==> src/rtl/pipe_cla_add.sv <==
// Pipelined carry-lookahead adder: each stage resolves B sum bits and hands its carry to the next stage.
// Optional macro PIPE_CLA_ADD_OVF_EN adds a registered signed-overflow output ovf aligned with sum.
module pipe_cla_add #(
    parameter int N = 32,
    parameter int B = 8
) (
    input  logic         clk,
    input  logic         rst_n,
    input  logic         in_valid,
    output logic         in_ready,
    input  logic [N-1:0] a,
    input  logic [N-1:0] b,
    input  logic         cin,
    output logic         out_valid,
    input  logic         out_ready,
    output logic [N-1:0] sum,
    output logic         cout
`ifdef PIPE_CLA_ADD_OVF_EN
    ,output logic        ovf
`endif
);

    localparam int S = N / B;

    if (B < 2 || N < B || (N % B) != 0) begin : g_bad_params
        $error("pipe_cla_add: N must be a multiple of B, with B >= 2 and N >= B");
    end

    // Every carry is a flat sum of generate/propagate products, so no carry waits on another.
    function automatic logic [B:0] cla_block(input logic [B-1:0] x, input logic [B-1:0] y,
                                             input logic c0);
        logic [B-1:0] g;
        logic [B-1:0] p;
        logic [B:0]   c;
        logic         term;
        logic         gp;
        g    = x & y;
        p    = x ^ y;
        c    = {(B+1){1'b0}};
        c[0] = c0;
        for (int i = 0; i < B; i++) begin
            term = c0;
            for (int j = 0; j <= i; j++) begin
                term = term & p[j];
            end
            for (int j = 0; j <= i; j++) begin
                gp = g[j];
                for (int m = j + 1; m <= i; m++) begin
                    gp = gp & p[m];
                end
                term = term | gp;
            end
            c[i+1] = term;
        end
        return {c[B], p ^ c[B-1:0]};
    endfunction

    logic [N-1:0] a_r     [S];
    logic [N-1:0] b_r     [S];
    logic [N-1:0] sum_r   [S];
    logic         carry_r [S];
    logic [S-1:0] valid_r;

    logic [N-1:0] a_in    [S];
    logic [N-1:0] b_in    [S];
    logic [N-1:0] s_in    [S];
    logic         c_in    [S];
    logic [S-1:0] v_in;
    logic [B:0]   blk     [S];
    logic [N-1:0] sum_nxt [S];
    logic         adv;

    assign adv      = !out_valid || out_ready;
    assign in_ready = adv;

    for (genvar k = 0; k < S; k++) begin : g_stage
        localparam logic [N-1:0] MASK = N'({B{1'b1}}) << (k * B);
        if (k == 0) begin : g_first
            assign a_in[k] = a;
            assign b_in[k] = b;
            assign s_in[k] = {N{1'b0}};
            assign c_in[k] = cin;
            assign v_in[k] = in_valid;
        end else begin : g_next
            assign a_in[k] = a_r[k-1];
            assign b_in[k] = b_r[k-1];
            assign s_in[k] = sum_r[k-1];
            assign c_in[k] = carry_r[k-1];
            assign v_in[k] = valid_r[k-1];
        end
        assign blk[k]     = cla_block(a_in[k][k*B +: B], b_in[k][k*B +: B], c_in[k]);
        // Splice this stage's freshly resolved bits into the sum already carried down the pipe.
        assign sum_nxt[k] = (s_in[k] & ~MASK) | (N'(blk[k][B-1:0]) << (k * B));
    end

    // Stage registers: shift together on adv, freeze together on stall.
    always_ff @(posedge clk or negedge rst_n) begin
        if (!rst_n) begin
            valid_r <= {S{1'b0}};
            for (int k = 0; k < S; k++) begin
                a_r[k]     <= {N{1'b0}};
                b_r[k]     <= {N{1'b0}};
                sum_r[k]   <= {N{1'b0}};
                carry_r[k] <= 1'b0;
            end
        end else if (adv) begin
            valid_r <= v_in;
            for (int k = 0; k < S; k++) begin
                a_r[k]     <= a_in[k];
                b_r[k]     <= b_in[k];
                sum_r[k]   <= sum_nxt[k];
                carry_r[k] <= blk[k][B];
            end
        end
    end

    assign out_valid = valid_r[S-1];
    assign sum       = sum_r[S-1];
    assign cout      = carry_r[S-1];

`ifdef PIPE_CLA_ADD_OVF_EN
    logic ovf_r;
    logic ovf_nxt;

    // The last stage still sees the untouched operand sign bits, so overflow is formed there.
    assign ovf_nxt = (a_in[S-1][N-1] == b_in[S-1][N-1]) &&
                     (sum_nxt[S-1][N-1] != a_in[S-1][N-1]);

    // Overflow flag travels with the final stage register.
    always_ff @(posedge clk or negedge rst_n) begin
        if (!rst_n) begin
            ovf_r <= 1'b0;
        end else if (adv) begin
            ovf_r <= ovf_nxt;
        end
    end

    assign ovf = ovf_r;
`endif

endmodule

==> config.mk <==
export PLATFORM = sky130hd
export DESIGN_NAME = pipe_cla_add
export DESIGN_NICKNAME = d
export VERILOG_FILES = /design/src/rtl/pipe_cla_add.sv
export SDC_FILE = /design/constraint.sdc
export NUM_CORES = 1
export LEC_CHECK = 0
export CORE_UTILIZATION = 50
export CTS_CLUSTER_SIZE = 25
export DETAILED_ROUTE_END_ITERATION = 12
export PLACE_DENSITY = 0.74
export SLEW_MARGIN = 15
export SYNTH_ARGS = -nofsm -noshare
export SYNTH_HDL_FRONTEND = slang
export SYNTH_SLANG_ARGS = --single-unit
==> constraint.sdc <==
create_clock -name clk -period 2 [get_ports clk]
set_input_delay 0.2 -clock clk [delete_from_list [all_inputs] [get_ports clk]]
set_output_delay 0.2 -clock clk [all_outputs]
set_load 0.01 [all_outputs]
# Word level (Yosys, flattened, before mapping)
# Index checks and enable logic that the tools add are counted.
# totals
reg_bits	280
input_bits	69
out_inout_bits	35
elab_cells	320
# classes
n_bitwise	303
n_reduce_logical	2
# op_table
operator	n
AND 1 bit	144
bitwise OR 1 bit	144
XOR 8 bit	8
AND 8 bit	4
bitwise OR 24 x 32 -> 32 bit	1
bitwise OR 16 x 24 -> 24 bit	1
bitwise OR 8 x 16 -> 16 bit	1
zero test 1 bit	1
logical OR 1 bit	1

# Logic depth before layout (Yosys ltp)
# logic_depth
depth_word	17
ltp_mapped	7
mapped_depth_nobuf	7

# Worst setup path before layout
# No wires, ideal clock.
# synth_timing
path_type	register to register
from	register a_r, in the netlist a_in[24]
to	register sum_r, in the netlist sum[28]
t_arrival_ns	1.710
slack_ns	0.157
stages_incl_launch_ff	8
path_buffers	0
path_cell_list	dfrtp_1 ha_1 ha_1 o21ai_1 nand2b_1 a21o_1 a211oi_1 o31ai_1
# synth_between
elab_chain_cells	11
# synth_lines
item	line	text
from (decl)	58	logic [N-1:0] a_r [S];
from (signal, indexed assignment)	101	a_r[k] <= {N{1'b0}};
from (signal, indexed assignment)	109	a_r[k] <= a_in[k];
XOR 8 bit	38	p = x ^ y;
AND 1 bit (4 in a row)	44	term = term & p[j];
bitwise OR 1 bit (*) (4 in a row)	51	term = term | gp;
XOR 8 bit (*)	55	return {c[B], p ^ c[B-1:0]};
bitwise OR 24 x 32 -> 32 bit (*)	93	assign sum_nxt[k] = (s_in[k] & ~MASK) | (N'(blk[k][B-1:0]) << (k * B));
to (signal, indexed assignment)	103	sum_r[k] <= {N{1'b0}};
to (signal, indexed assignment)	111	sum_r[k] <= sum_nxt[k];
to (decl)	60	logic [N-1:0] sum_r [S];
# Every way passes the cells marked *; elsewhere a longest branch is shown, timed or not.
# A chain may end at the register's enable or synchronous reset.

# Worst setup path after layout
# layout_timing
from	register b_r, in the netlist b_in[24]
to	register sum_r, in the netlist sum[31]
# layout_between
elab_chain_cells	17
# layout_lines
item	line	text
from (decl)	59	logic [N-1:0] b_r [S];
from (signal, indexed assignment)	102	b_r[k] <= {N{1'b0}};
from (signal, indexed assignment)	110	b_r[k] <= b_in[k];
XOR 8 bit	38	
AND 1 bit (7 in a row)	44	
bitwise OR 1 bit (*) (7 in a row)	51	
XOR 8 bit (*)	55	
bitwise OR 24 x 32 -> 32 bit (*)	93	
# Marks and branches as above.

==> run metrics <==
Power Density=1541 nW/µm²; Initial Util=0.5171; CP max stage delay=between 0.4 and 0.5 ns; vias in the first global route=5630; full die area=16400 µm²; CP endpoint kind=register; switching share of power=0.3572; Comb pwr share=0.394; slowest CP cell=a2111oi_4; R2R depth=7; Std-Cell Core Area=approximately 15000 µm²; Area Growth Syn to Fin=26.34%; final setup fails=0; CP Class=register to register; clock sink count=184; CTS H-tree depth=4; Gate Count Post-Synth=869; pin slew with the least headroom to its limit=between 0.4 and 0.5 ns; Total GRT Usage=0.1975; Netlist cell types=25; setup_tns=0 ns; ratio of cells with drive above 1 in the final layout=0.08392; clock-pin slew on the worst setup and hold paths=~0.070 ns; Worst R2R Setup Slack=0.006 ns; max cap viols=0; chip width=128.1 µm; Period minus WS final=around 2.0 ns; Critical R2R Launch=b_in[24]; Leakage Power=slightly above 5 nW; final setup margin=0.006212 ns; Final HPWL DP=9492 µm; NetSw=0.005528 W; CP Launch Point=b_in[24]; Rows=between 40 and 50; dpl ws=-0.2291 ns; synthesis-stage register bit count=184; Flop pwr share=0.403; yosys warns=0; CP Launch Type=register; Slew headroom=0.7142; # DRC=0; crit path max fanout=4; DRT Wirelength=14680 µm; Worst Path Arrival=between 2 and 2.5 ns; CTS Buffer Depth=2; RD Place Congestion=0.7861; worst skew pair latency=0.43 ns; RR Endpoint=sum[31]; Worst Setup EP=sum[31]; chip height=128.1 µm; DRT Pass-1 Iters=7; CTS tree=yes; I/O pin count=104; global-route wire length before repair=roughly 26000 µm; Tcrit/Tclk final=0.9969; Fin Clk Skew=between 0.007 and 0.008 ns; Peak Freq=about 500 MHz; Fin. Hold Viols=0; Area after DPL=9301 µm²; Critical Path RT=2.31 ns; gr ovfl total=0; hold crit path type=input pin to async pin; Seq/Total Area, Yosys=0.5793; synthesized area=a little under 8000 µm²; nets@finish=1085; status=finished, final reports clean; # diodes=0; Int Pwr=0.009949 W; crit path cell chain=ha_1, ha_2, o21ai_4, a2111oi_4, a31o_2, xnor2_2, a21oi_2; Slew Viols, Final=0; Design Area, Final=10040 µm²; Pwr Total=0.01548 W; DR vias=5712; Num CTS Buffers=17; PortBufs=~100; CTS root buffer=clkbuf_16; largest net degree at the start of global routing=102; Worst IR Drop VDD=0.9314 mV; Synth Area per Inst=9.146 µm²; initial antenna violation count=0; Finished Core Util=0.6532; post-DR wirelength/cell=~12 µm; RSZ-0062 raised after global routing=true; Initial DRC Count=403; Vias/cell=4.760; Clk pwr share=0.203; Syn Nets=978; antenna-violating nets left=0
-- registers in the layout (all words and copies together), names as in the netlist --
name / cells
a_in: 48
b_in: 48
s_in: 48
sum: 32
valid_r: 4
c_in: 3
cout: 1
-- cell type report --
| class | count | area, µm² |
|---|---|---|
| clock inverters | 14 | 127.6 |
| flip-flops and latches | 184 | 4604 |
| repair buffers | 128 | 1313 |
| inverters | 5 | 23.77 |
| well taps | 211 | 264.0 |
| clock buffers | 18 | 429.2 |
| multi-input cells | 640 | 3279 |
| fillers | 1266 | 5330 |
-- worst min path at each step --
stage                     start  slack (ns)  endpoint  depth (start not counted)
after floorplan           rst_n        -0.1  a_in[24]                          0
after detailed placement  rst_n        0.10  a_in[79]                          1
after global routing      rst_n        0.24  b_in[79]                          2
after CTS                 rst_n        0.21  a_in[79]                          2
after global placement    rst_n        0.10  b_in[79]                          1
final                     rst_n        0.22  b_in[79]                          2
-- placed cells by master (no fill, tap or decap), drive strengths merged --
cell | netlist | routed
a21o | 12 | 12
dlygate4sd3 | 0 | 1
nor3 | 8 | 8
bufinv | 0 | 1
a31oi | 2 | 2
nor2b | 1 | 1
buf | 1 | 24
a2111oi | 4 | 4
xor2 | 9 | 9
a21oi | 23 | 23
nand2 | 469 | 469
inv | 4 | 7
clkbuf | 39 | 19
clkdlybuf4s50 | 0 | 102
clkinvlp | 0 | 4
clkinv | 1 | 7
nand2b | 5 | 5
nor2 | 24 | 24
dfrtp | 184 | 184
o31ai | 4 | 4
xnor2 | 15 | 15
fa | 4 | 4
o21ai | 16 | 16
nand4 | 1 | 1
a31o | 3 | 3
ha | 36 | 36
a211oi | 4 | 4
-- power groups by stage --
stage	logic, W	clock network (W)	registers, W
floorplan	0.00378	0	0.00626
global placement	0.00553	0	0.00625
detailed placement	0.00571	0	0.00631
CTS	0.00580	0.00323	0.00625
global route	0.00693	0.00338	0.00644
finish	0.00609	0.00315	0.00623
-- synthesized netlist by cell type --
cell,count,area share
dfrtp_1,184,0.58
a31o_2,3,0.0033
a21o_1,12,0.011
clkbuf_1,39,0.018
o21ai_0,11,0.0069
nor3_1,7,0.0044
a21oi_1,23,0.014
inv_1,4,0.0019
nand4_1,1,0.00079
a211oi_1,4,0.0038
o21ai_1,5,0.0031
nor2b_1,1,0.00079
nand2_1,469,0.22
ha_1,36,0.057
buf_1,1,0.00047
a31oi_1,2,0.0016
nor2_1,24,0.011
o31ai_1,4,0.0038
fa_1,4,0.010
clkinv_1,1,0.00047
nand2b_1,5,0.0039
nor3_2,1,0.0013
xnor2_1,15,0.017
a2111oi_4,4,0.014
xor2_1,9,0.0099
-- critical path: cells and delay by family (launching register included) --
kind            cells  cell delay [ns]
compound gates      4             0.86
xor+xnor            1             0.12
fa+ha+maj           2             0.49
flops               1             0.40
-- cells by family (layout without fill, tap and decap cells) --
kind of cell / Yosys count / in the layout / synth area share
adder cells (fa/ha/maj): 40 / 40 / 0.06675
AO/OA/AOI/OAI: 68 / 68 / 0.06219
XOR/XNOR: 24 / 24 / 0.02645
AND/OR/NAND/NOR: 508 / 508 / 0.2440
flip-flops: 184 / 184 / 0.5793
buffers and inverters: 45 / 165 / 0.02125
-- stage by stage --
step | instances | hold slack (ns)
2_1_floorplan | 869 | -0.09559
3_3_place_gp | 1157 | 0.1016
3_5_place_dp | 1157 | 0.1031
4_1_cts | 1192 | 0.2056
5_1_grt | 1200 | 0.2353
6_report | 1200 | 0.2181
-- what timing repair did --
| item | in CTS | in global routing |
|---|---|---|
| setup endpoints to repair | 4 | 11 |
| setup buffers | 2 | 8 |
| hold buffers | 1 | 0 |
| pin swaps | 1 | 15 |
| gates resized for setup | 2 | 19 |
| hold endpoints to repair | 130 | 0 |
-- layer usage --
layer,up-vias,GRT usage,routed length [µm]
met2,79,0.3187,6820
met5,-,0,0
met4,0,0.07751,221
met1,2672,0.2666,7235
met3,14,0.03506,400
li1,2947,-,-
No activity file was read; power rests on OpenSTA's default activity.
